**src/rtl/mult_unit.sv**
```systemverilog
// Iterative 32-step shift-add multiplier with HI/LO result registers and MTHI/MTLO loads.
// Optional signed multiply is enabled by defining MULT_SIGNED_EN.
module mult_unit #(
  parameter int WIDTH = 32,
  parameter int CNT_W = 6
) (
  input  logic             clk,
  input  logic             reset,
  input  logic             start,
  input  logic             signed_op,
  input  logic [0:WIDTH-1] op_a,
  input  logic [0:WIDTH-1] op_b,
  input  logic             hi_we,
  input  logic             lo_we,
  output logic [0:WIDTH-1] hi,
  output logic [0:WIDTH-1] lo,
  output logic             busy,
  output logic             done
);

  typedef enum logic [1:0] {S_IDLE, S_BUSY, S_DONE} state_t;

  localparam logic [WIDTH-1:0]   ONE_W   = {{(WIDTH-1){1'b0}}, 1'b1};
  localparam logic [2*WIDTH-1:0] ONE_P   = {{(2*WIDTH-1){1'b0}}, 1'b1};
  localparam logic [CNT_W-1:0]   ONE_C   = {{(CNT_W-1){1'b0}}, 1'b1};
  localparam logic [CNT_W-1:0]   LAST_C  = CNT_W'(WIDTH-1);

  state_t             state, state_nxt;
  logic [WIDTH-1:0]   mcand, acc_hi, acc_lo;
  logic               neg;
  logic [CNT_W-1:0]   cnt;
  logic               last;
  logic               sgn;
  logic [WIDTH-1:0]   abs_a, abs_b;
  logic [WIDTH:0]     sum;
  logic [WIDTH-1:0]   nxt_hi, nxt_lo;
  logic [2*WIDTH-1:0] prod_raw, prod;

  // Sign handling happens at start only; the iteration is always unsigned.
  always_comb begin
`ifdef MULT_SIGNED_EN
    sgn = signed_op;
`else
    sgn = signed_op & 1'b0;
`endif
    abs_a = (sgn && op_a[0]) ? (~op_a + ONE_W) : op_a;
    abs_b = (sgn && op_b[0]) ? (~op_b + ONE_W) : op_b;
  end

  // acc_lo starts as the multiplier and fills with product bits as it shifts out.
  always_comb begin
    sum      = {1'b0, acc_hi} + (acc_lo[0] ? {1'b0, mcand} : {(WIDTH+1){1'b0}});
    nxt_hi   = sum[WIDTH:1];
    nxt_lo   = {sum[0], acc_lo[WIDTH-1:1]};
    prod_raw = {nxt_hi, nxt_lo};
    prod     = neg ? (~prod_raw + ONE_P) : prod_raw;
    last     = (cnt == LAST_C);
  end

  always_ff @(posedge clk or posedge reset) begin
    if (reset) state <= S_IDLE;
    else       state <= state_nxt;
  end

  always_comb begin
    state_nxt = state;
    case (state)
      S_IDLE:  if (start) state_nxt = S_BUSY;
      S_BUSY:  if (last)  state_nxt = S_DONE;
      S_DONE:  state_nxt = S_IDLE;
      default: state_nxt = S_IDLE;
    endcase
  end

  always_comb begin
    busy = (state != S_IDLE);
    done = (state == S_DONE);
  end

  always_ff @(posedge clk or posedge reset) begin
    if (reset) begin
      mcand  <= '0;
      acc_hi <= '0;
      acc_lo <= '0;
      neg    <= 1'b0;
      cnt    <= '0;
      hi     <= '0;
      lo     <= '0;
    end else begin
      case (state)
        S_IDLE: begin
          if (start) begin
            mcand  <= abs_a;
            acc_lo <= abs_b;
            acc_hi <= '0;
            neg    <= sgn & (op_a[0] ^ op_b[0]);
            cnt    <= '0;
          end else begin
            if (hi_we) hi <= op_a;
            if (lo_we) lo <= op_a;
          end
        end
        S_BUSY: begin
          acc_hi <= nxt_hi;
          acc_lo <= nxt_lo;
          cnt    <= cnt + ONE_C;
          if (last) {hi, lo} <= prod;
        end
        default: ;
      endcase
    end
  end

endmodule
```
**config.mk**
```make
export PLATFORM = sky130hd
export DESIGN_NAME = mult_unit
export DESIGN_NICKNAME = d
export VERILOG_FILES = /design/src/rtl/mult_unit.sv
export SDC_FILE = /design/constraint.sdc
export NUM_CORES = 1
export LEC_CHECK = 0
export CAP_MARGIN = 20
export CORE_ASPECT_RATIO = 1.1
export CORE_MARGIN = 1
export CORE_UTILIZATION = 55
export CTS_BUF_LIST = sky130_fd_sc_hd__clkbuf_4
export DETAILED_ROUTE_END_ITERATION = 7
export GPL_TIMING_DRIVEN = 0
export PLACE_DENSITY = 0.85
export SYNTH_ARGS = -nofsm -noshare
export SYNTH_HDL_FRONTEND = slang
export SYNTH_SLANG_ARGS = --single-unit
```
**constraint.sdc**
```tcl
create_clock -name clk -period 6.6 [get_ports clk]
set_input_delay 1.32 -clock clk [delete_from_list [all_inputs] [get_ports clk]]
set_output_delay 1.32 -clock clk [all_outputs]
set_load 0.01 [all_outputs]
```
# Word level (Yosys, flattened, before mapping)
# Cells that the tools add are included.
totals:
  latchBits: 0
  mem_count: 0
  rom_bits: 0
  register_bits: 168
  in_bits: 70
  elab_cells: 43
  mem_bits_rw: 0
op_classes:
  shift: 0
  n_addsub: 2
  n_reduce_logical: 8
  bitwise_logic: 0
  div: 0
  muxes: 18
  mul: 0
  eq_ne: 8
  magnitude_cmp: 0
ops:
  columns: ["cell", "count"]
  rows:
  - ["$mux W32", 9]
  - ["$pmux W32 S2", 4]
  - ["$add A32 B32 Y33", 1]
  - ["$pmux W6 S2", 1]
  - ["$ne A2 B2 Y1 const B", 5]
  - ["$reduce_and A4 Y1", 2]
  - ["$add A6 B1 Y6 const B", 1]
  - ["$eq A6 B5 Y1 const B", 1]
  - ["$mux W6", 1]
  - ["$reduce_and A2 Y1", 3]
  - ["$mux W2", 2]
  - ["$pmux W2 S2", 1]
  - ["$reduce_bool A2 Y1", 2]
  - ["$eq A2 B1 Y1 const B", 1]
  - ["$eq A2 B2 Y1 const B", 1]
  - ["$logic_not A2 Y1", 1]

# Longest topological paths before layout
# Gate-level depths: netlist of the first run.
depth:
  word_depth: 4
  mapped_depth: 12
  ltp_nobuf: 11

# Worst setup path after synthesis of the first run
# OpenSTA, ideal clock, no wires.
synth_path:
  path_type: "register -> register"
  start: "register acc_lo[0]"
  end: "register acc_hi[25]"
  setup_slack_ns: 3.953
  period_less_slack_ns: 2.647
  setup_ns: 0.121
  n_path_buf: 0
  path_stages_with_launch: 12
  t_arrival_ns: 2.526
  path_cell_list: "dfrtp_1 -> and2_1 -> ha_1 -> fa_1 -> a21oi_1 -> o221ai_2 -> a41oi_2 -> o21ai_2 -> a21boi_2 -> o41ai_2 -> xor2_1 -> a22o_1"
synth_between:
  elab_chain_len: 3
synth_rtl:
  columns: ["element", "line_no", "rtl"]
  rows:
  - ["start, declared", "29", "logic [WIDTH-1:0] mcand, acc_hi, acc_lo;"]
  - ["start signal, assigned", "94", "acc_lo <= abs_b;"]
  - ["start signal, assigned", "105", "acc_lo <= nxt_lo;"]
  - ["$mux W32", "52", "sum = {1'b0, acc_hi} + (acc_lo[0] ? {1'b0, mcand} : {(WIDTH+1){1'b0}});"]
  - ["$add A32 B32 Y33", "52", null]
  - ["$pmux W32 S2", "90", "case (state)"]
  - ["end signal, assigned", "104", "acc_hi <= nxt_hi;"]
  - ["end, declared", "29", null]
# Every way passes these cells.
# A chain may end at the register's enable or synchronous reset.

# Worst setup path after layout of the first run
layout_path:
  start: "register acc_lo[0]"
  end: "register acc_hi[31]"
# Same word-level chain as after synthesis.

==> results of run 1 <==
==> cells in the mapped netlist (2+ instances only) <==
master	instances
a31o_2	3
mux2i_1	11
dfrtp_1	168
o21ai_0	43
o31ai_1	3
nand4_1	8
and3_1	7
o21ai_1	2
o22ai_1	3
inv_1	10
ha_1	33
or3_1	2
a2bb2oi_1	2
o211ai_1	5
xor2_1	9
nor3_1	4
a22o_1	6
a31oi_1	19
nor2_1	48
buf_2	2
a22oi_1	28
nand2_1	297
a211oi_1	6
nor2b_1	3
a21o_1	35
o21bai_1	6
clkbuf_1	45
and2_1	40
a221o_1	4
nand2b_1	4
o21a_1	5
nand3_1	10
a21oi_1	72
xnor2_1	16
buf_1	10
==> worst min path at each step <==
stage                    start         end  slack [ns]
detailed placement  acc_lo[27]  acc_lo[27]        0.45
global placement    acc_lo[27]  acc_lo[27]        0.44
global route         mcand[10]   mcand[10]        0.50
finish              acc_lo[27]  acc_lo[27]        0.48
floorplan           acc_lo[27]  acc_lo[27]        0.43
CTS                 acc_lo[27]  acc_lo[27]        0.48
==> kinds of logic after synthesis <==
| kind of cell | share of synthesized area (%) |
|---|---|
| and+or+nand+nor | 20.9 |
| muxes | 1.26 |
| buffers and inverters | 2.91 |
| xor gates and xnor gates | 2.50 |
| adders and majority gates | 4.95 |
| DFF | 48.1 |
| AOI/OAI and AO/OA | 19.4 |
==> report_power, final <==
group	internal, W	switching, W	total, W
registers	0.00148	0.000300	0.00178
clock network	0.000274	0.000371	0.000645
logic	0.00110	0.00133	0.00243
total	0.00285	0.00200	0.00486
==> per-stage QoR <==
| stage | setup TNS [ns] | power, W | setup WS (ns) | cell area [um2] |
|---|---|---|---|---|
| floorplan | 0 | 0.00331 | 0.733 | 8740 |
| global placement | -240.18 | 0.00411 | -1.44 | 10300 |
| detailed placement | 0 | 0.00419 | 2.90 | 10400 |
| CTS | 0 | 0.00484 | 3.29 | 10700 |
| global route | 0 | 0.00519 | 3.06 | 10700 |
| finish | 0 | 0.00486 | 3.20 | 10700 |
==> registers in the layout, summed over array words and instances, names as in the netlist <==
signal,count
acc_hi,32
lo,32
cnt,6
hi,32
mcand,32
acc_lo,32
state,2
==> layout make-up <==
type                    instances  share of cell area (%)
well taps                     196                    2.30
clock buffers                  20                    1.41
multi-input cells             758                    40.2
inverters                      10                   0.422
repair buffers                135                    12.8
plain buffers                  57                    2.03
diodes                          1                  0.0235
clock inverters                12                    1.41
flip-flops and latches        168                    39.4
==> metal layers <==
| metal | track usage, % | part of all wire, % | routed length [um] | up-vias |
|---|---|---|---|---|
| met1 | 44.8 | 44 | 10800 | 3871 |
| met4 | 12.0 | 2.3 | 578 | 0 |
| met2 | 49.5 | 47 | 11700 | 343 |
| met5 | 0 | 0 | 0 | - |
| met3 | 5.02 | 7.0 | 1730 | 41 |
| li1 | - | - | - | 3724 |
==> worst min-delay path: stages, from the launching register on <==
cell and delay (ns):
dfrtp_1 0.36, nand2_1 0.05, nand2_1 0.05
==> impl_metrics.json, run 1 <==
{
  "status": "finished clean",
  "hold_depth": 2,
  "critPathLaunchType": "register",
  "synth-edff-count": 0,
  "endpoint": "acc_hi[31]",
  "syn_nets": 1097,
  "min_period_ns": 3.40,
  "path_clk_slew_ns": 0.14,
  "clk-insertion-delay-late_ns": 0.57,
  "cts_sinks": 168,
  "p_leak_nw": 5.07,
  "worstReg2RegEnd": "acc_hi[31]",
  "holdWs_ns": 0.480,
  "maxClockFrequency_mhz": 295,
  "grt_overflow": 0,
  "core_mm2": 0.0153,
  "synthTopCellsByArea": "dfrtp_1 48%, nand2_1 13%, ha_1 4.7%",
  "rsz0062_at_grt": "no",
  "cts_hold_buf": 0,
  "avgViaCountPerCell": 5.88,
  "min_period_over_period_pct": 51.4,
  "cp.arrival_ns": 3.85,
  "ys_ff_latch": 168,
  "die_y_um": 134,
  "yosysSeqAreaShare_pct": 48.1,
  "grt_first_pass_wirelength_mm": 39.5,
  "synth_cell_type_count": 59,
  "hold_path_class": "reg2reg",
  "drtPass1Iterations": 5,
  "mostFrequentLayoutCells": "297 x nand2_1, 168 x dfrtp_1, 134 x clkdlybuf4s50_1",
  "mappedNetlistArea_mm2": 0.00874,
  "rows": 47,
  "fillers": 1222,
  "yosysTopAreaCellShare_pct": 48.1,
  "cts_max_level": 4,
  "max_slew_margin_pct": 46.8,
  "cts_tree": "done",
  "cp_max_fo": 10,
  "cts-resized-gates": 0,
  "synthArstFlopShare_pct": 100,
  "ant_nets": 0,
  "cts-root-buf": "clkbuf_4",
  "place.gp.congestion": 0.889,
  "cts.path.max_buffers": 2,
  "cts_setup_buffers": 0,
  "crit_cells": 12,
  "synth_area_per_cell_um2": 8.80,
  "worstSetupPathType": "reg2reg",
  "dpl.hpwl_mm": 18.4,
  "ys.flop_type": "dfrtp_1",
  "grt_pass1_vias": 7626,
  "r2r_setup_slack_ns": 3.20,
  "crit_required_ns": 7.05,
  "ios": 136,
  "crit_family": "compound AO/OA/AOI/OAI gates",
  "grt_antenna_before_repair": 1,
  "area_growth_pct": 22.0,
  "crit_slowest_cell": "dfrtp_1",
  "fin_skew_ns": 0.0157,
  "wirelength_mm": 24.8,
  "yosys.area.top_type": "dfrtp_1",
  "grt_max_degree": 104,
  "p_per_area_mw_per_mm2": 455,
  "fp.dieArea_mm2": 0.0164,
  "via_count": 7979,
  "io_buffer_count": 134,
  "start_util_pct": 57.2,
  "final_common_cell": "nand2_1",
  "ys_warn_count": 0,
  "ff_latch_area_mm2": 0.00420,
  "multi_input_area_mm2": 0.00428,
  "maxCapViolCount": 0,
  "die_w_um": 122,
  "grt.total_usage_pct": 31.8,
  "worst-r2r-cell-count": 12,
  "ir_worst_vdd_v": 0.000235,
  "setup_viol": 0,
  "drc": 0,
  "critical_path.startpoint": "acc_lo[0]",
  "hold_viol_final": 0,
  "fin_nets": 1251,
  "cts_inserted_buffers": 17,
  "drt_iter0_markers": 661,
  "slowest_delay_ns": 0.46,
  "drive_gt1_share_pct": 4.22,
  "cp_cell_sequence": "clkbuf_1, and2_1, ha_1, clkbuf_1, a21oi_1, o21ai_0, a221oi_1, o21ai_2, a21oi_1, nor2_1, nor4b_2, nor2_1",
  "syn-instance-count": 993,
  "slew_violations": 0,
  "routedWlPerCell_um": 18.3,
  "final_cells": 1357,
  "cp_num_buf_inv": 2,
  "utilization_pct": 69.8,
  "tightest_slew_ns": 0.795,
  "r2r_start": "acc_lo[0]",
  "cp-end-kind": "register",
  "dp_cells": 1324
}
Power figures use the tool's default switching activity.
==> run 2: changes to the inputs <==
- CORE_UTILIZATION: 55 -> 51
- PLACE_DENSITY: 0.85 -> 0.83
- clock period: 6.6 -> 3.03 ns (I/O delays scaled with it)
==> impl_metrics.json, run 2 (synthesis results as in run 1) <==
{
  "status": "finished clean",
  "fp.dieArea_mm2": 0.0177,
  "grt_overflow": 0,
  "cts_sinks": 168,
  "setup_viol": 0,
  "drtPass1Iterations": 6,
  "mostFrequentLayoutCells": "297 x nand2_1, 167 x dfrtp_1, 134 x clkdlybuf4s50_1",
  "dpl.hpwl_mm": 19.3,
  "min_period_over_period_pct": 98.4,
  "rows": 49,
  "utilization_pct": 66.4,
  "drt_iter0_markers": 725,
  "cts_tree": "done",
  "drc": 0,
  "final_cells": 1369,
  "worst-r2r-cell-count": 11,
  "io_buffer_count": 134,
  "r2r_start": "acc_lo[0]",
  "place.gp.congestion": 0.937,
  "area_growth_pct": 25.7,
  "grt_antenna_before_repair": 1,
  "p_leak_nw": 5.14,
  "cts_inserted_buffers": 17,
  "tightest_slew_ns": 0.963,
  "avgViaCountPerCell": 5.86,
  "hold_viol_final": 0,
  "hold_path_class": "in2async",
  "rsz0062_at_grt": "yes",
  "holdWs_ns": 0.465,
  "grt.total_usage_pct": 30.4,
  "grt_first_pass_wirelength_mm": 41.5,
  "ir_worst_vdd_v": 0.000487,
  "fin_nets": 1256,
  "ant_nets": 0,
  "clk-insertion-delay-late_ns": 0.59,
  "max_slew_margin_pct": 35.6,
  "grt_max_degree": 42,
  "p_per_area_mw_per_mm2": 1020,
  "cp.arrival_ns": 3.45,
  "cp_max_fo": 10,
  "core_mm2": 0.0166,
  "ios": 136,
  "wirelength_mm": 26.3,
  "r2r_setup_slack_ns": 0.05,
  "final_common_cell": "nand2_1",
  "multi_input_area_mm2": 0.00448,
  "cts_hold_buf": 0,
  "drive_gt1_share_pct": 7.73,
  "via_count": 8025,
  "dp_cells": 1335,
  "fin_skew_ns": 0.0238,
  "routedWlPerCell_um": 19.2,
  "worstReg2RegEnd": "hi[9]",
  "path_clk_slew_ns": 0.16,
  "cts-root-buf": "clkbuf_4",
  "maxCapViolCount": 0,
  "critPathLaunchType": "register",
  "cts_max_level": 4,
  "cts.path.max_buffers": 2,
  "start_util_pct": 52.8,
  "die_w_um": 127,
  "cp-end-kind": "register",
  "worstSetupPathType": "reg2reg",
  "min_period_ns": 2.98,
  "fillers": 1343,
  "setup_tns_ns": 0,
  "totalPowerFinal_w": 0.0112,
  "crit_required_ns": 3.50,
  "die_y_um": 139,
  "maxClockFrequency_mhz": 335,
  "grt_pass1_vias": 7928,
  "ff_latch_area_mm2": 0.00421,
  "slew_violations": 0
}
==> run 2: cell types whose count changed in the layout (fill, tap and decap cells not counted), moves of 4 or more <==
| cell | previous run | this run |
|---|---|---|
| a21oi_2 | 1 | 7 |
| a211oi_1 | 6 | 2 |
| buf_12 | 0 | 4 |
| ha_1 | 33 | 24 |
| clkbuf_1 | 45 | 39 |
| buf_4 | 0 | 5 |
| ha_4 | 0 | 5 |
| ha_2 | 0 | 4 |
| a21oi_1 | 72 | 64 |
==> run 2: final cells by class <==
| cell class | count | area share [%] |
|---|---|---|
| clock inverters | 14 | 1.91 |
| plain buffers | 54 | 1.90 |
| clock buffers | 17 | 1.16 |
| multi-input cells | 758 | 40.8 |
| diodes | 1 | 0.0228 |
| repair buffers | 143 | 13.3 |
| well taps | 204 | 2.32 |
| flip-flops and latches | 168 | 38.3 |
| inverters | 10 | 0.376 |
==> run 2: worst max path at each step <==
stage / from / end / slack (ns) / cells past startpoint
6_report: acc_lo[0] / hi[9] / 0.05 / 11
5_1_grt: acc_lo[0] / hi[5] / -0.05 / 11
4_1_cts: acc_lo[0] / acc_hi[25] / 0.0008 / 11
3_5_place_dp: acc_lo[0] / acc_hi[22] / -0.28 / 11
3_3_place_gp: reset / lo[2] / -1.12 / 2
2_1_floorplan: reset / acc_hi[0] / 0.28 / 1
==> run 2: stage by stage <==
step | instance area, um2 | setup WS, ns
after floorplan | 8750 | 0.283
after global placement | 10300 | -1.12
after detailed placement | 10400 | -0.279
after CTS | 10900 | 0.000785
after global routing | 11000 | -0.0458
final | 11000 | 0.0493
==> run 2: where the power goes <==
part / leakage, nW / total, W / switching, W / internal, W
clock network: 0.185 / 0.00157 / 0.000886 / 0.000680
registers: 2.06 / 0.00391 / 0.000693 / 0.00322
logic: 2.90 / 0.00569 / 0.00310 / 0.00259
==> run 2: what timing repair did <==
item / CTS / global route
buffers inserted: 4 / 1
pin swaps: 4 / 8
setup endpoints to repair: 28 / 26
gates resized for setup: 13 / 34
==> run 2: worst max-delay path, cell delays in order, from the launching register on <==
cell      delay, ns
dfrtp_2        0.49
buf_2          0.20
and2_1         0.18
ha_2           0.37
and3_4         0.21
o211ai_1       0.15
a21oi_4        0.26
o211ai_4       0.15
a211oi_4       0.29
nor2_1         0.09
xor2_1         0.30
o211ai_1       0.15
==> run 2: metal layers <==
layer / vias to the layer above / track usage [%] / share of wire, %
li1: 3738 / - / -
met1: 3864 / 40.1 / 42
met2: 358 / 47.9 / 48
met3: 65 / 6.00 / 7.3
met4: 0 / 14.9 / 3.1
met5: - / 0 / 0
==> run 3: changes to the inputs <==
- CORE_MARGIN: 1 -> default
- CORE_UTILIZATION: 51 -> 55
- DONT_BUFFER_PORTS: default -> 1
- PLACE_DENSITY: 0.83 -> 0.77
==> impl_metrics.json, run 3 (synthesis results as in run 1) <==
{
  "maxClockFrequency_mhz": 334,
  "place.gp.congestion": 0.921,
  "core_mm2": 0.0153,
  "grt_antenna_before_repair": 1,
  "cp_max_fo": 6,
  "ant_nets": 0,
  "grt_pass1_vias": 7220,
  "worst-r2r-cell-count": 13,
  "fin_nets": 1125,
  "swShare_pct": 43.8,
  "fin_skew_ns": 0.0185,
  "die_w_um": 122,
  "slew_violations": 0,
  "via_count": 7465,
  "p_seq_share_pct": 41.4,
  "p_per_area_mw_per_mm2": 1040,
  "cts_tree": "done",
  "worstReg2RegEnd": "hi[8]",
  "clk-insertion-delay-late_ns": 0.59,
  "fp.dieArea_mm2": 0.0164,
  "avgViaCountPerCell": 6.06,
  "wirelength_mm": 24.2,
  "grt.total_usage_pct": 30.8,
  "p_switching_w": 0.00437,
  "cp.arrival_ns": 3.52,
  "ir_worst_vdd_v": 0.000564,
  "mostFrequentLayoutCells": "297 x nand2_1, 167 x dfrtp_1, 67 x a21oi_1",
  "totalPowerFinal_w": 0.00997,
  "utilization_pct": 62.7,
  "cts_inserted_buffers": 17,
  "final_common_cell": "nand2_1",
  "r2r_start": "acc_lo[0]",
  "drc": 0,
  "path_clk_slew_ns": 0.15,
  "cp-end-kind": "register",
  "die_y_um": 134,
  "p_int_w": 0.00560,
  "dpl.hpwl_mm": 18.0,
  "ios": 136,
  "maxCapViolCount": 0,
  "routedWlPerCell_um": 19.6,
  "min-delay-start": "op_a[28]",
  "grt_first_pass_wirelength_mm": 38.4,
  "area_growth_pct": 9.57,
  "grt_max_degree": 44,
  "hold_viol_final": 0,
  "cts_max_level": 4,
  "hold_depth": 2,
  "rsz0062_at_grt": "yes",
  "p_comb_share_pct": 45.4,
  "setup_viol": 0,
  "clkPwrFrac_pct": 13.2,
  "max_slew_margin_pct": 41.2,
  "p_leak_nw": 4.59,
  "min_period_ns": 3.00,
  "hold_path_class": "in2reg",
  "start_util_pct": 57.2,
  "worstSetupPathType": "reg2reg",
  "io_buffer_count": 0,
  "cts-root-buf": "clkbuf_4",
  "rows": 47,
  "tightest_slew_ns": 0.879,
  "drt_iter0_markers": 594,
  "cts_sinks": 168,
  "r2r_setup_slack_ns": 0.03,
  "holdPathEnd": "mcand[3]",
  "drive_gt1_share_pct": 8.70,
  "grt_overflow": 0,
  "crit_required_ns": 3.55,
  "drtPass1Iterations": 5,
  "min_period_over_period_pct": 98.9,
  "critPathLaunchType": "register",
  "status": "finished clean",
  "cts.path.max_buffers": 2
}
## run 3: worst max-delay path: stages, from the launching register on
cell and delay, ns:
dfrtp_2 0.49, and2_4 0.19, ha_4 0.17, fa_2 0.39, a21oi_4 0.22, o221ai_4 0.15, a41oi_2 0.29, o21ai_2 0.12
buf_4 0.16, a21oi_4 0.18, buf_4 0.14, xnor2_1 0.10, nand2_1 0.12, a31oi_1 0.19
## run 3: metrics by stage
stage	TNS (ns)	area [um2]	worst slack, ns	cells	hold WS, ns
after floorplan	0	8750	0.283	993	0.430
after global placement	-100.17	8990	-0.604	1189	0.442
after detailed placement	-2.08	9070	-0.251	1193	0.454
after CTS	-0.0117	9400	-0.0105	1227	0.0966
after global routing	-0.502	9580	-0.0977	1231	0.0755
final	0	9580	0.0322	1231	0.100
## run 3: routing by layer
layer	share of wire, %	track usage, %	vias up
met1	41	41.2	3667
li1	-	-	3476
met5	0	0	-
met2	48	48.5	282
met3	9.1	9.18	40
met4	2.2	8.88	0
## run 3: worst max path at each step
| stage | slack [ns] | to | start |
|---|---|---|---|
| after floorplan | 0.28 | acc_hi[0] | reset |
| after global placement | -0.60 | hi[18] | reset |
| after detailed placement | -0.25 | hi[0] | acc_lo[0] |
| after CTS | -0.01 | hi[2] | acc_lo[0] |
| after global routing | -0.1 | hi[0] | acc_lo[0] |
| final | 0.03 | hi[8] | acc_lo[0] |
## run 3: layout make-up
type / count / area, um2
Clock buffer: 17 / 128
Antenna cell: 1 / 2.50
Fill cell: 1322 / 5710
Inverter: 10 / 41.3
Sequential cell: 168 / 4210
Clock inverter: 15 / 150
Multi-Input combinational cell: 758 / 4450
Tap cell: 196 / 245
Timing Repair Buffer: 12 / 143
Buffer: 54 / 215
## run 3: power by group through the flow
| stage | clock network (W) | logic (W) | registers, W |
|---|---|---|---|
| 4_1_cts | 0.00133 | 0.00424 | 0.00410 |
| 2_1_floorplan | 0 | 0.00329 | 0.00391 |
| 3_3_place_gp | 0 | 0.00405 | 0.00412 |
| 3_5_place_dp | 0 | 0.00418 | 0.00414 |
| 5_1_grt | 0.00142 | 0.00503 | 0.00425 |
| 6_report | 0.00132 | 0.00453 | 0.00413 |
## run 3: repair_timing
item / 4_1_cts / 5_1_grt
setup buffers: 2 / 6
hold buffers: 1 / 0
setup endpoints to repair: 24 / 25
gates resized for setup: 9 / 36
hold endpoints to repair: 23 / 0
pin swaps: 5 / 16
